File: src/rtl/ctrl_byte_fifo_if.sv
// ---------------------------------------------------------------------------
// ctrl_byte_fifo_if
// Byte path and status signals between the SPI byte receiver, the command
// byte FIFO and control_unit.
//   rx_byte/rx_valid      : bytes arriving from the SPI receiver
//   in_byte/in_ready/next : FIFO head handshake with control_unit
//   ctrl_idle             : control_unit sits in its READY state
//   clear_overflow        : clears the sticky overflow flag
//   fill                  : occupancy 0..DEPTH
//   overflow/underflow    : dropped byte (sticky) / pop on an empty head (pulse)
//   cmd_abort             : stalled partial command timed out (pulse)
// Modports: master = producer/consumer side, slave = FIFO.
// ---------------------------------------------------------------------------
interface ctrl_byte_fifo_if #(
    parameter int DEPTH = 16
);
    localparam int FW = $clog2(DEPTH) + 1;

    logic [7:0]    rx_byte;
    logic          rx_valid;
    logic [7:0]    in_byte;
    logic          in_ready;
    logic          next;
    logic          ctrl_idle;
    logic          clear_overflow;
    logic [FW-1:0] fill;
    logic          overflow;
    logic          underflow;
    logic          cmd_abort;

    modport master (
        output rx_byte, rx_valid, next, ctrl_idle, clear_overflow,
        input  in_byte, in_ready, fill, overflow, underflow, cmd_abort
    );

    modport slave (
        input  rx_byte, rx_valid, next, ctrl_idle, clear_overflow,
        output in_byte, in_ready, fill, overflow, underflow, cmd_abort
    );
endinterface

File: src/rtl/ctrl_byte_fifo.sv
// ---------------------------------------------------------------------------
// ctrl_byte_fifo
// Buffers command bytes from the SPI byte receiver and presents them to
// control_unit as a registered first-word-fall-through head. Absorbs SPI
// bursts while control_unit stalls, flags dropped bytes and spurious pops.
//
// Ports:
//   clk    : system clock
//   reset  : synchronous, active-high
//   bus    : ctrl_byte_fifo_if.slave (see interface header for signals)
//
// Parameters:
//   DEPTH          : entries, power of two, >= 2
//   TIMEOUT_CYCLES : idle cycles mid-command before cmd_abort
//
// Optional feature, macro CTRL_BYTE_FIFO_TIMEOUT_EN:
//   defined   - a 16-bit idle counter pulses cmd_abort when a partial command
//               has stalled for TIMEOUT_CYCLES cycles with nothing buffered
//   undefined - no counter, cmd_abort is tied low
// ---------------------------------------------------------------------------
module ctrl_byte_fifo #(
    parameter int DEPTH          = 16,
    parameter int TIMEOUT_CYCLES = 65535
) (
    input logic              clk,
    input logic              reset,
    ctrl_byte_fifo_if.slave  bus
);
    localparam int AW = $clog2(DEPTH);
    localparam int FW = AW + 1;

    logic [7:0]    mem_q [DEPTH];
    logic [AW-1:0] wr_ptr_q, rd_ptr_q, rd_ptr_nxt;
    logic [FW-1:0] fill_q, fill_d;
    logic          in_ready_q, in_ready_d;
    logic [7:0]    in_byte_q, in_byte_d;
    logic          overflow_q, overflow_d;
    logic          underflow_q;
    logic          full, empty, push, pop;

    assign full       = (fill_q == FW'(DEPTH));
    assign empty      = (fill_q == '0);
    assign pop        = bus.next & in_ready_q;
    // At full a simultaneous pop frees the slot being written.
    assign push       = bus.rx_valid & (~full | pop);
    assign rd_ptr_nxt = rd_ptr_q + AW'(1);

    always_comb begin
        fill_d = fill_q;
        case ({push, pop})
            2'b10:   fill_d = fill_q + FW'(1);
            2'b01:   fill_d = fill_q - FW'(1);
            default: fill_d = fill_q;
        endcase
    end

    always_comb begin
        overflow_d = overflow_q;
        // Set wins over clear when both occur in one cycle.
        if (bus.rx_valid && full && !pop) begin
            overflow_d = 1'b1;
        end else if (bus.clear_overflow) begin
            overflow_d = 1'b0;
        end
    end

    // Head register. Without a pop the head is reloaded from the read slot,
    // so a byte pushed into an empty FIFO appears one cycle after it is
    // stored. On a pop the following entry is shown at once; when the pop
    // takes the last stored byte, a byte pushed in the same cycle is
    // forwarded directly because it is not yet readable from mem_q.
    always_comb begin
        in_ready_d = in_ready_q;
        in_byte_d  = in_byte_q;
        if (pop) begin
            if (fill_q > FW'(1)) begin
                in_ready_d = 1'b1;
                in_byte_d  = mem_q[rd_ptr_nxt];
            end else if (push) begin
                in_ready_d = 1'b1;
                in_byte_d  = bus.rx_byte;
            end else begin
                in_ready_d = 1'b0;
            end
        end else if (!empty) begin
            in_ready_d = 1'b1;
            in_byte_d  = mem_q[rd_ptr_q];
        end else begin
            in_ready_d = 1'b0;
        end
    end

    // Storage array carries no reset; validity is tracked by the pointers.
    always_ff @(posedge clk) begin
        if (push && !reset) begin
            mem_q[wr_ptr_q] <= bus.rx_byte;
        end
    end

    always_ff @(posedge clk) begin
        if (reset) begin
            wr_ptr_q    <= '0;
            rd_ptr_q    <= '0;
            fill_q      <= '0;
            in_ready_q  <= 1'b0;
            in_byte_q   <= 8'h00;
            overflow_q  <= 1'b0;
            underflow_q <= 1'b0;
        end else begin
            if (push) begin
                wr_ptr_q <= wr_ptr_q + AW'(1);
            end
            if (pop) begin
                rd_ptr_q <= rd_ptr_nxt;
            end
            fill_q      <= fill_d;
            in_ready_q  <= in_ready_d;
            in_byte_q   <= in_byte_d;
            overflow_q  <= overflow_d;
            underflow_q <= bus.next & ~in_ready_q;
        end
    end

    assign bus.fill      = fill_q;
    assign bus.in_ready  = in_ready_q;
    assign bus.in_byte   = in_byte_q;
    assign bus.overflow  = overflow_q;
    assign bus.underflow = underflow_q;

`ifdef CTRL_BYTE_FIFO_TIMEOUT_EN
    logic [15:0] to_cnt_q, to_cnt_d;
    logic        abort_q, abort_d;

    // Counts only while a command is in progress and the FIFO is starved;
    // with bytes buffered the stall is control_unit's own and is not timed.
    always_comb begin
        to_cnt_d = to_cnt_q;
        abort_d  = 1'b0;
        if (bus.ctrl_idle || bus.rx_valid) begin
            to_cnt_d = '0;
        end else if (empty) begin
            if (to_cnt_q == 16'(TIMEOUT_CYCLES - 1)) begin
                to_cnt_d = '0;
                abort_d  = 1'b1;
            end else begin
                to_cnt_d = to_cnt_q + 16'd1;
            end
        end
    end

    always_ff @(posedge clk) begin
        if (reset) begin
            to_cnt_q <= '0;
            abort_q  <= 1'b0;
        end else begin
            to_cnt_q <= to_cnt_d;
            abort_q  <= abort_d;
        end
    end

    assign bus.cmd_abort = abort_q;
`else
    logic unused_timeout;
    assign unused_timeout = bus.ctrl_idle & (TIMEOUT_CYCLES != 0);
    assign bus.cmd_abort  = 1'b0;
`endif

endmodule

File: src/flat_wrapper.sv
// flat-port wrapper written by rule: the top's interface ports become plain ports
module ctrl_byte_fifo_flat 
#(
    parameter int DEPTH          = 16,
    parameter int TIMEOUT_CYCLES = 65535
)
  (clk, reset, bus_rx_byte, bus_rx_valid, bus_next, bus_ctrl_idle, bus_clear_overflow, bus_in_byte, bus_in_ready, bus_fill, bus_overflow, bus_underflow, bus_cmd_abort);
  ctrl_byte_fifo_if #(.DEPTH(DEPTH)) bus_i ();
  input logic clk;
  input logic reset;
  input wire logic [$bits(bus_i.rx_byte)-1:0] bus_rx_byte;
  input wire logic [$bits(bus_i.rx_valid)-1:0] bus_rx_valid;
  input wire logic [$bits(bus_i.next)-1:0] bus_next;
  input wire logic [$bits(bus_i.ctrl_idle)-1:0] bus_ctrl_idle;
  input wire logic [$bits(bus_i.clear_overflow)-1:0] bus_clear_overflow;
  output wire logic [$bits(bus_i.in_byte)-1:0] bus_in_byte;
  output wire logic [$bits(bus_i.in_ready)-1:0] bus_in_ready;
  output wire logic [$bits(bus_i.fill)-1:0] bus_fill;
  output wire logic [$bits(bus_i.overflow)-1:0] bus_overflow;
  output wire logic [$bits(bus_i.underflow)-1:0] bus_underflow;
  output wire logic [$bits(bus_i.cmd_abort)-1:0] bus_cmd_abort;
  assign bus_i.rx_byte = bus_rx_byte;
  assign bus_i.rx_valid = bus_rx_valid;
  assign bus_i.next = bus_next;
  assign bus_i.ctrl_idle = bus_ctrl_idle;
  assign bus_i.clear_overflow = bus_clear_overflow;
  assign bus_in_byte = bus_i.in_byte;
  assign bus_in_ready = bus_i.in_ready;
  assign bus_fill = bus_i.fill;
  assign bus_overflow = bus_i.overflow;
  assign bus_underflow = bus_i.underflow;
  assign bus_cmd_abort = bus_i.cmd_abort;
  ctrl_byte_fifo #(.DEPTH(DEPTH), .TIMEOUT_CYCLES(TIMEOUT_CYCLES)) u_core (.clk(clk), .reset(reset), .bus(bus_i));
endmodule
File: config.mk
export PLATFORM = sky130hd
export DESIGN_NAME = ctrl_byte_fifo_flat
export DESIGN_NICKNAME = d
export VERILOG_FILES = /design/src/rtl/ctrl_byte_fifo_if.sv /design/src/rtl/ctrl_byte_fifo.sv /design/src/flat_wrapper.sv
export SDC_FILE = /design/constraint.sdc
export NUM_CORES = 1
export LEC_CHECK = 0
export CAP_MARGIN = 30
export CORE_ASPECT_RATIO = 0.8
export CORE_MARGIN = 2
export CORE_UTILIZATION = 45
export CTS_BUF_LIST = sky130_fd_sc_hd__clkbuf_16
export DETAILED_ROUTE_END_ITERATION = 16
export PLACE_DENSITY = 0.73
export REMOVE_ABC_BUFFERS = 1
export SLEW_MARGIN = 20
export SYNTH_ARGS = -nofsm -noshare
export SYNTH_HDL_FRONTEND = slang
export SYNTH_SLANG_ARGS = --single-unit
File: constraint.sdc
create_clock -name clk -period 2.31 [get_ports clk]
set_input_delay 0.462 -clock clk [delete_from_list [all_inputs] [get_ports clk]]
set_output_delay 0.462 -clock clk [all_outputs]
set_load 0.05 [all_outputs]
==> out/results.ini <==
[outcome]
status=finished clean

[final_layout]
final_common_cell=edfxtp_1
layout-drive-gt1-share=0.198
final_cell_count_no_fill=827
areaGrowthSynthToFinish_pct=20.2
nets=623
n_antenna_cell=0
fin_util=0.558
mostFrequentLayoutCells=edfxtp_1, mux2i_1, buf_4, nor2_1, a22oi_1

[clock_network]
root_buffer=clkbuf_16
cts_tree=done
cts_buffer_depth=2
clk_transition_reported_paths_ns=0.07
h-tree-depth=4
worstSkewPairLatency_ns=0.43
cts_made_buffers=17
post_cts_buffers=0
cts_sinks=156

[global_route]
antenna_found_initial=0
first_global_vias=5165
grt_pass1_wl_um=28700
grt-ovfl-total=0
grt_util_all_layers=0.221
grt_max_degree=53

[timing]
hold_viol=0
finClkSkew_ns=0.0105
fmax_ghz=0.451
finalCritPeriodShare=0.961
relSlewSlack=0.616
slew_viol_final=0
min_period_ns=2.22
finalSetupViolCount=0
tightest_slew_ns=0.561

[worst_setup_path]
r2r_start=u_core.rd_ptr_q[0]
timing.rr.end=u_core.bus.in_byte[5]
cp_max_fo=52
worstPathRequired_ns=2.68
startpoint_type=register
reg2reg_depth=6
ff2ff_setup_slack_ns=0.09
crit_slowest_cell=a2111oi_0
crit_type=register to register
path_cells=buf_12 > nand3_1 > xnor2_1 > nand2b_1 > a2111oi_0 > o221a_1
setup.worst_path.end_class=register
cpPeakStageDelay_ns=0.54
cp.arrival_ns=2.59

[routing]
wl_um=18800
via_count=4991
detail_route.wl_per_cell_um=22.7
vias_per_cell=6.04
drc_errors=0
drt-pass1-iter-count=5
ant_nets=0
drtIter0Drc=415

[floorplan]
row_count=41
fp.dieArea_mm2=0.0175
dieWidth_um=147
die_y_um=119
boundaryPins=31
fp.coreArea_mm2=0.0160
start_util=0.464

[run]
drv_cap=0

[power]
ir_drop_mv=0.575
power.density_mw_per_mm2=876
power_mw=7.80
leakagePower_nw=2.86

[logic_synthesis]
synth_cells=521
ys_seq_elements=156
async_flop_share=0
yosysWarnings=0
synth.distinct_cells=44
synth_flop_cell=edfxtp_1
synth-seq-area-share=0.595
synth_area_mm2=0.00740
synth-edff-count=128
syn_area_per_cell_um2=14.2

[placement]
gp_congestion=0.883
dp_hpwl_um=12600
dpl.cell_count=795
portBuffers=28

[min_path]
hold_path.class=register to register
min_to=u_core.bus.underflow
min-delay-start=u_core.bus.in_ready
hold_depth=1

[routing by layer]
metal | track usage | vias to the layer above | share of wire
li1 | - | 2213 | -
met3 | 0.0475 | 47 | 0.069
met1 | 0.295 | 2493 | 0.43
met5 | 0 | - | 0
met2 | 0.355 | 238 | 0.47
met4 | 0.0841 | 0 | 0.025
[per-stage QoR]
stage | cell area, um^2 | hold WS (ns) | worst slack (ns) | TNS [ns]
floorplan | 7240 | 0.460 | -1.46 | -20.35
global placement | 8300 | 0.429 | 0.00378 | 0
detailed placement | 8300 | 0.444 | -0.00516 | -0.00516
CTS | 8890 | 0.452 | 0.0755 | 0
global route | 8900 | 0.477 | -0.00918 | -0.00918
finish | 8900 | 0.447 | 0.0911 | 0
[kinds of logic (layout without fill, tap and decap cells)]
logic type | after synthesis | count (layout) | synth area share
AO/OA/AOI/OAI | 104 | 104 | 0.104
XOR/XNOR | 11 | 11 | 0.0140
adder cells (fa/ha/maj) | 10 | 10 | 0.0169
buffers and inverters | 39 | 130 | 0.0267
flip-flops | 156 | 156 | 0.595
multiplexers | 113 | 113 | 0.187
other | 1 | 1 | 0.000506
AND/OR/NAND/NOR | 87 | 87 | 0.0566
[critical path, delay by kind of cell, from the launching register on]
kind / cells / cell delay, ns
xor+xnor: 1 / 0.17
simple gates: 2 / 0.53
compound gates: 2 / 0.82
buf+inv: 1 / 0.29
flops: 1 / 0.35
[registers in the layout (all words and copies together), names as in the netlist, named ones only]
name,cells
u_core.rd_ptr_q,4
u_core.bus.underflow,1
u_core.bus.in_ready,1
u_core.bus.fill,5
u_core.mem_q,128
u_core.wr_ptr_q,4
u_core.bus.in_byte,8
u_core.bus.overflow,1
[area by class of cell]
class                   instances  area (um^2)
multi-input cells             326         2820
repair buffers                 89          788
fillers                      1251         7050
well taps                     215          269
flip-flops and latches        156         4410
clock buffers                  17          425
inverters                       9         33.8
clock inverters                15          159
[repair_timing]
item                                   CTS  global route
hold buffers                             0             0
gates resized for setup                  0             2
setup endpoints to repair                0             6
endpoints found under the hold margin    0             0
[Yosys cell counts, types with 5 or more instances]
library cell	number	area [um^2]
edfxtp_1	128	3840
mux2i_1	93	931
nor2_1	36	135
a22oi_1	32	240
dfxtp_1	28	561
mux4_2	20	450
nand2_1	19	71.3
a211oi_1	14	105
a21oi_1	14	70.1
clkbuf_1	13	48.8
buf_4	11	82.6
o21ai_0	11	55.1
ha_1	10	125
nor2b_1	10	62.6
inv_1	8	30.0
o211ai_1	8	60.1
o221a_1	7	78.8
a2111oi_0	6	52.6
a22o_1	6	52.6
buf_2	5	25.0
xnor2_1	5	43.8
xor2_1	5	43.8
[worst max-delay path by stage]
stage | slack, ns | endpoint | from
final | 0.09 | u_core.bus.in_byte[5] | u_core.rd_ptr_q[0]
after global routing | -0.009 | u_core.bus.in_byte[2] | u_core.bus.fill[1]
after CTS | 0.08 | bus_fill[0] | u_core.bus.fill[0]
after detailed placement | -0.005 | u_core.bus.fill[3] | bus_next
after global placement | 0.004 | u_core.bus.fill[3] | bus_next
after floorplan | -1.46 | u_core.bus.in_byte[0] | u_core.rd_ptr_q[0]
[report_power, final]
group	leakage, nW	total [mW]	internal, mW	switching [mW]
registers	1.38	3.25	3.15	0.102
logic	1.19	1.78	0.715	1.07
clock network	0.281	2.77	1.53	1.24
total	2.86	7.80	5.39	2.41
No activity file was read; power rests on OpenSTA's default activity.
